$ cat src/rtl/gencon.sv
// gencon: controller/datapath for a signed keypad calculator.
// It collects two decimal operands and a one-hot operator. It then computes add,
// subtract or a sequential shift-add multiply, wrapped to WIDTH bits. The result
// is held on the display until the next key or operator arrives.
module gencon #(
    parameter int WIDTH = 16
) (
    input  logic             clk,
    input  logic             nRST,
    input  logic [3:0]       keypad_input,
    input  logic             read_input,
    input  logic [2:0]       operator_input,
    input  logic             equal_input,
    output logic             complete,
    output logic [WIDTH-1:0] display_output
);

    typedef enum logic [1:0] {
        ENTER_A = 2'd0,
        ENTER_B = 2'd1,
        COMPUTE = 2'd2,
        DONE    = 2'd3
    } state_t;

    localparam logic [2:0] OP_ADD = 3'b001;
    localparam logic [2:0] OP_SUB = 3'b010;
    localparam logic [2:0] OP_MUL = 3'b100;
    localparam int         CNT_W  = $clog2(WIDTH + 1);
    localparam logic [WIDTH-1:0] TEN  = WIDTH'(10);
    localparam logic [WIDTH-1:0] ZERO = {WIDTH{1'b0}};

    // Apply one key code to the operand being entered. Digits shift in decimally,
    // code A negates, and every other code leaves the operand unchanged.
    function automatic logic [WIDTH-1:0] key_apply(input logic [WIDTH-1:0] cur,
                                                   input logic [3:0]       code);
        logic [WIDTH-1:0] digit;
        digit = {{(WIDTH-4){1'b0}}, code};
        if (code <= 4'd9) begin
            key_apply = cur * TEN + digit;
        end else if (code == 4'hA) begin
            key_apply = ZERO - cur;
        end else begin
            key_apply = cur;
        end
    endfunction

    state_t           state_r, state_nxt_s;
    logic [WIDTH-1:0] a_r, a_nxt_s;
    logic [WIDTH-1:0] b_r, b_nxt_s;
    logic [WIDTH-1:0] res_r, res_nxt_s;
    logic [2:0]       op_r, op_nxt_s;
    logic [CNT_W-1:0] cnt_r, cnt_nxt_s;
    logic [WIDTH-1:0] disp_r, disp_nxt_s;
    logic             comp_r, comp_nxt_s;
    logic             read_prev_r;
    logic             key_edge_s;
    logic             is_digit_s;
    logic             op_valid_s;
    logic [CNT_W-1:0] last_cnt_s;

    assign key_edge_s = read_input & ~read_prev_r;
    assign is_digit_s = (keypad_input <= 4'd9);
    assign op_valid_s = (operator_input == OP_ADD) || (operator_input == OP_SUB) ||
                        (operator_input == OP_MUL);
    // Add/sub use one compute step. Multiply uses one step per operand bit.
    // The finish step follows the last compute step.
    assign last_cnt_s = (op_r == OP_MUL) ? CNT_W'(WIDTH) : CNT_W'(1);

    assign complete       = comp_r;
    assign display_output = disp_r;

    // State, datapath and output registers with synchronous active-high reset
    always_ff @(posedge clk) begin
        if (nRST) begin
            state_r     <= ENTER_A;
            a_r         <= ZERO;
            b_r         <= ZERO;
            res_r       <= ZERO;
            op_r        <= 3'b000;
            cnt_r       <= {CNT_W{1'b0}};
            disp_r      <= ZERO;
            comp_r      <= 1'b0;
            read_prev_r <= 1'b0;
        end else begin
            state_r     <= state_nxt_s;
            a_r         <= a_nxt_s;
            b_r         <= b_nxt_s;
            res_r       <= res_nxt_s;
            op_r        <= op_nxt_s;
            cnt_r       <= cnt_nxt_s;
            disp_r      <= disp_nxt_s;
            comp_r      <= comp_nxt_s;
            read_prev_r <= read_input;
        end
    end

    // Next-state and datapath decisions.
    // Equals has priority over an operator, and an operator has priority over a key.
    always_comb begin
        state_nxt_s = state_r;
        a_nxt_s     = a_r;
        b_nxt_s     = b_r;
        res_nxt_s   = res_r;
        op_nxt_s    = op_r;
        cnt_nxt_s   = cnt_r;
        disp_nxt_s  = disp_r;
        comp_nxt_s  = comp_r;
        case (state_r)
            ENTER_A: begin
                if (op_valid_s) begin
                    op_nxt_s    = operator_input;
                    b_nxt_s     = ZERO;
                    disp_nxt_s  = ZERO;
                    state_nxt_s = ENTER_B;
                end else if (key_edge_s) begin
                    a_nxt_s    = key_apply(a_r, keypad_input);
                    disp_nxt_s = key_apply(a_r, keypad_input);
                end else begin
                    a_nxt_s = a_r;
                end
            end
            ENTER_B: begin
                if (equal_input) begin
                    cnt_nxt_s   = {CNT_W{1'b0}};
                    res_nxt_s   = ZERO;
                    state_nxt_s = COMPUTE;
                end else if (key_edge_s) begin
                    b_nxt_s    = key_apply(b_r, keypad_input);
                    disp_nxt_s = key_apply(b_r, keypad_input);
                end else begin
                    b_nxt_s = b_r;
                end
            end
            COMPUTE: begin
                if (cnt_r == last_cnt_s) begin
                    disp_nxt_s  = res_r;
                    comp_nxt_s  = 1'b1;
                    state_nxt_s = DONE;
                end else begin
                    cnt_nxt_s = cnt_r + CNT_W'(1);
                    case (op_r)
                        OP_ADD: res_nxt_s = a_r + b_r;
                        OP_SUB: res_nxt_s = a_r - b_r;
                        OP_MUL: begin
                            // Low WIDTH bits of the shift-add product are correct for signed operands.
                            if (b_r[0]) begin
                                res_nxt_s = res_r + a_r;
                            end else begin
                                res_nxt_s = res_r;
                            end
                            a_nxt_s = a_r << 1;
                            b_nxt_s = b_r >> 1;
                        end
                        default: res_nxt_s = res_r;
                    endcase
                end
            end
            DONE: begin
                if (op_valid_s) begin
                    a_nxt_s     = res_r;
                    op_nxt_s    = operator_input;
                    b_nxt_s     = ZERO;
                    comp_nxt_s  = 1'b0;
                    disp_nxt_s  = ZERO;
                    state_nxt_s = ENTER_B;
                end else if (key_edge_s && is_digit_s) begin
                    a_nxt_s     = {{(WIDTH-4){1'b0}}, keypad_input};
                    b_nxt_s     = ZERO;
                    comp_nxt_s  = 1'b0;
                    disp_nxt_s  = {{(WIDTH-4){1'b0}}, keypad_input};
                    state_nxt_s = ENTER_A;
                end else begin
                    comp_nxt_s = comp_r;
                end
            end
            default: begin
                state_nxt_s = ENTER_A;
            end
        endcase
    end

endmodule

$ cat config.mk
export PLATFORM = sky130hd
export DESIGN_NAME = gencon
export DESIGN_NICKNAME = d
export VERILOG_FILES = /design/src/rtl/gencon.sv
export SDC_FILE = /design/constraint.sdc
export NUM_CORES = 1
export LEC_CHECK = 0
export CORE_ASPECT_RATIO = 2
export CORE_MARGIN = 2
export CORE_UTILIZATION = 63
export CTS_CLUSTER_SIZE = 24
export DETAILED_ROUTE_END_ITERATION = 8
export PLACE_DENSITY_LB_ADDON = 0.15
export SLEW_MARGIN = 20
export SYNTH_ARGS = -nofsm -noshare
export SYNTH_HDL_FRONTEND = slang
export SYNTH_SLANG_ARGS = --single-unit
$ cat constraint.sdc
create_clock -name clk -period 5.2 [get_ports clk]
set_input_delay 0.78 -clock clk [delete_from_list [all_inputs] [get_ports clk]]
set_output_delay 0.78 -clock clk [all_outputs]
set_load 0.03 [all_outputs]
==> flow_metrics.tcl <==
set metrics [dict create \
    status "finished clean" \
    placementRows 57 \
    die_y_um 162.0 \
    ctsRootBufferMaster "clkbuf_16" \
    crit_path_max_fanout 10 \
    wl_per_cell_um 20.96 \
    worstMarginPinSlew_ns 1.023 \
    tns_ns 0 \
    gp_congestion 0.9951 \
    clockBufferDepth 2 \
    required_ns 5.43 \
    max_freq_ghz 0.2295 \
    min_path_type "flop to flop" \
    core_um2 12200 \
    n_antenna_cell 0 \
    finalSetupViolCount 0 \
    nets 1155 \
    synth_fp_nets 1158 \
    slew_violations 0 \
    antenna_left 0 \
    syn_avg_cell_area_um2 7.365 \
    timing.final.ws_setup_ns 0.8432 \
    synthCells 1068 \
    ys_seq_area_frac 0.1934 \
    io_buffers 27 \
    post_cts_buffers 0 \
    end_kind "flop" \
    synthDistinctLibCells 86 \
    design.die.area_um2 13450 \
    clock_skew_ns 0.008384 \
    timing.final.crit_period_ns 4.357 \
    cts_tree "done" \
    grt_pass1_wl_um 40770 \
    synth-edff-count 0 \
    ys_ff_latch 76 \
    hold_buffers 0 \
    rsz0062_at_grt "no" \
    ctsResizeCount 0 \
    utilization 0.7027 \
    drc 0 \
    grt_max_degree 50 \
    path_clk_slew_ns 0.06 \
    pre_cts_ws_ns 0.6997 \
    fillCellCount 1076 \
    grt_antenna_before_repair 0 \
    cp.arrival_ns 4.59 \
    drt_iter0_markers 918 \
    cts.sinks 76 \
    fin_crit_sh 0.8379 \
    area_delta_synth_final_pct 8.939 \
    drt-total-wl_um 25510 \
    synth_flop_cell "dfxtp_1" \
    irDropWorstVdd_uv 624.6 \
    cts_buffers 9 \
    grtUsageTotal 0.3749 \
    ys_warn_count 0 \
    multi_input_area_um2 6000 \
    dp_hpwl_um 19830 \
    critPathLaunchType "flop" \
    drtPass1Iterations 9 \
    vias_per_cell 7.026 \
    crit_type "flop to flop" \
    cts_max_level 3 \
    power.density_nw_per_um2 497.6 \
    ios 28 \
    gr-total-overflow 0 \
    total_leakage_power_nw 3.553 \
    hold_viol_final 0 \
    relSlewSlack 0.3132 \
    ff_latch_area_um2 1521 \
    clock_latency_ns 0.35 \
    synthArstFlopShare 0 \
    initial_utilization 0.6450 \
    vias 8551 \
    maxCapViolCount 0 \
    die_w_um 83.02 \
    drive_gt1_frac 0.07477 \
    grt_pass1_vias 8064 \
    synth_area_um2 7866 \
]
==> layer usage <==
layer,vias to the layer above,GRT usage,part of all wire
li1,3970,-,-
met1,3953,0.3924,0.34
met2,456,0.6716,0.49
met3,172,0.05640,0.080
met4,0,0.2712,0.084
met5,-,0,0
==> report_power, final <==
group | internal (mW) | switching, mW
Sequential | 0.703 | 0.171
Combinational | 0.987 | 1.76
Clock | 0.374 | 0.268
Total | 2.06 | 2.20
==> cells by family (layout without fill, tap and decap cells) <==
kind of cell | count (synthesis) | after routing | share of synthesized area
buf+inv | 96 | 98 | 0.04883
compound gates | 353 | 353 | 0.3013
simple gates | 399 | 399 | 0.2502
mux | 8 | 8 | 0.01066
flops | 76 | 76 | 0.1934
xor+xnor | 57 | 57 | 0.06521
fa+ha+maj | 79 | 79 | 0.1304
==> sequential cells by signal (all words and copies together), names as in the netlist <==
| name | count |
|---|---|
| a_r | 16 |
| b_r | 16 |
| cnt_r | 5 |
| complete | 1 |
| display_output | 16 |
| op_r | 3 |
| read_prev_r | 1 |
| res_r | 16 |
| state_r | 2 |
==> worst max-delay path, cell delays in order (launching register included) <==
cell,delay [ns]
dfxtp_1,0.40
nor3b_2,0.40
buf_4,0.25
nand2b_1,0.35
nor2_1,0.07
a221o_1,0.28
inv_1,0.08
fa_1,0.18
nor2b_1,0.06
o21ai_0,0.23
a21oi_1,0.15
o311ai_0,0.56
a21oi_1,0.24
o41ai_1,0.48
a21oi_1,0.16
a221o_1,0.34
==> final timing paths <==
kind                             end  depth (start not counted)          startpoint  slack [ns]
hold reg to reg   display_output[14]                          2  display_output[14]        0.45
setup / recovery           res_r[14]                         15             op_r[2]        0.84
setup reg to reg           res_r[14]                         15             op_r[2]        0.84
hold / removal    display_output[14]                          2  display_output[14]        0.45
==> final cells by class <==
cell class | count | share of cell area
multi-input cells | 896 | 0.7001
flip-flops and latches | 76 | 0.1775
repair buffers | 52 | 0.05329
clock buffers | 11 | 0.02716
well taps | 147 | 0.02146
inverters | 30 | 0.01314
clock inverters | 5 | 0.007300
==> synth_stat cells, types with 5 or more instances <==
cell | instances | area, um2
nor2_1 | 125 | 469.2
nand2_1 | 114 | 427.9
a21oi_1 | 81 | 405.4
o21ai_0 | 79 | 395.4
dfxtp_1 | 76 | 1521
ha_1 | 74 | 925.9
clkbuf_1 | 52 | 195.2
nor3_1 | 38 | 190.2
xnor2_1 | 31 | 271.5
inv_1 | 29 | 108.9
xor2_1 | 25 | 219.0
a22oi_1 | 23 | 172.7
a211oi_1 | 20 | 150.1
nand3_1 | 19 | 95.09
a21o_1 | 15 | 112.6
o211ai_1 | 14 | 105.1
o21a_1 | 14 | 105.1
and2_1 | 11 | 68.82
nor4_1 | 10 | 62.56
or3_1 | 10 | 62.56
a311oi_1 | 9 | 78.83
nand4_1 | 9 | 56.30
or2_2 | 9 | 56.30
a211o_1 | 8 | 70.07
a221o_1 | 8 | 80.08
o221ai_1 | 8 | 70.07
a31oi_1 | 7 | 43.79
nor2b_1 | 7 | 43.79
nor3b_1 | 7 | 52.55
a21boi_0 | 6 | 45.04
a31o_2 | 6 | 52.55
and3_1 | 6 | 37.54
buf_1 | 6 | 22.52
nand2b_1 | 6 | 37.54
o311ai_0 | 6 | 52.55
a221oi_1 | 5 | 43.79
fa_1 | 5 | 100.1
mux2i_1 | 5 | 50.05
o31ai_1 | 5 | 37.54
==> per-stage QoR <==
step	power, mW	area, um2	std cells	hold WS [ns]
2_1_floorplan	2.742	7866	1068	0.4582
6_report	4.264	8569	1217	0.4535
5_1_grt	4.513	8569	1217	0.4851
4_1_cts	4.181	8558	1216	0.4562
3_5_place_dp	3.539	8263	1200	0.4481
3_3_place_gp	3.505	8263	1200	0.4418
==> placed cells by master (no fill, tap or decap), types with 19 or more instances in the layout <==
cell,n
xnor2_1,31
inv_1,29
a22oi_1,23
dfxtp_1,76
a21oi_1,81
xor2_1,25
a211oi_1,19
nand2_1,114
clkdlybuf4s50_1,26
nand3_1,19
nor2_1,125
ha_1,73
o21ai_0,78
buf_4,24
nor3_1,38
(Power assumes the default switching activity.)
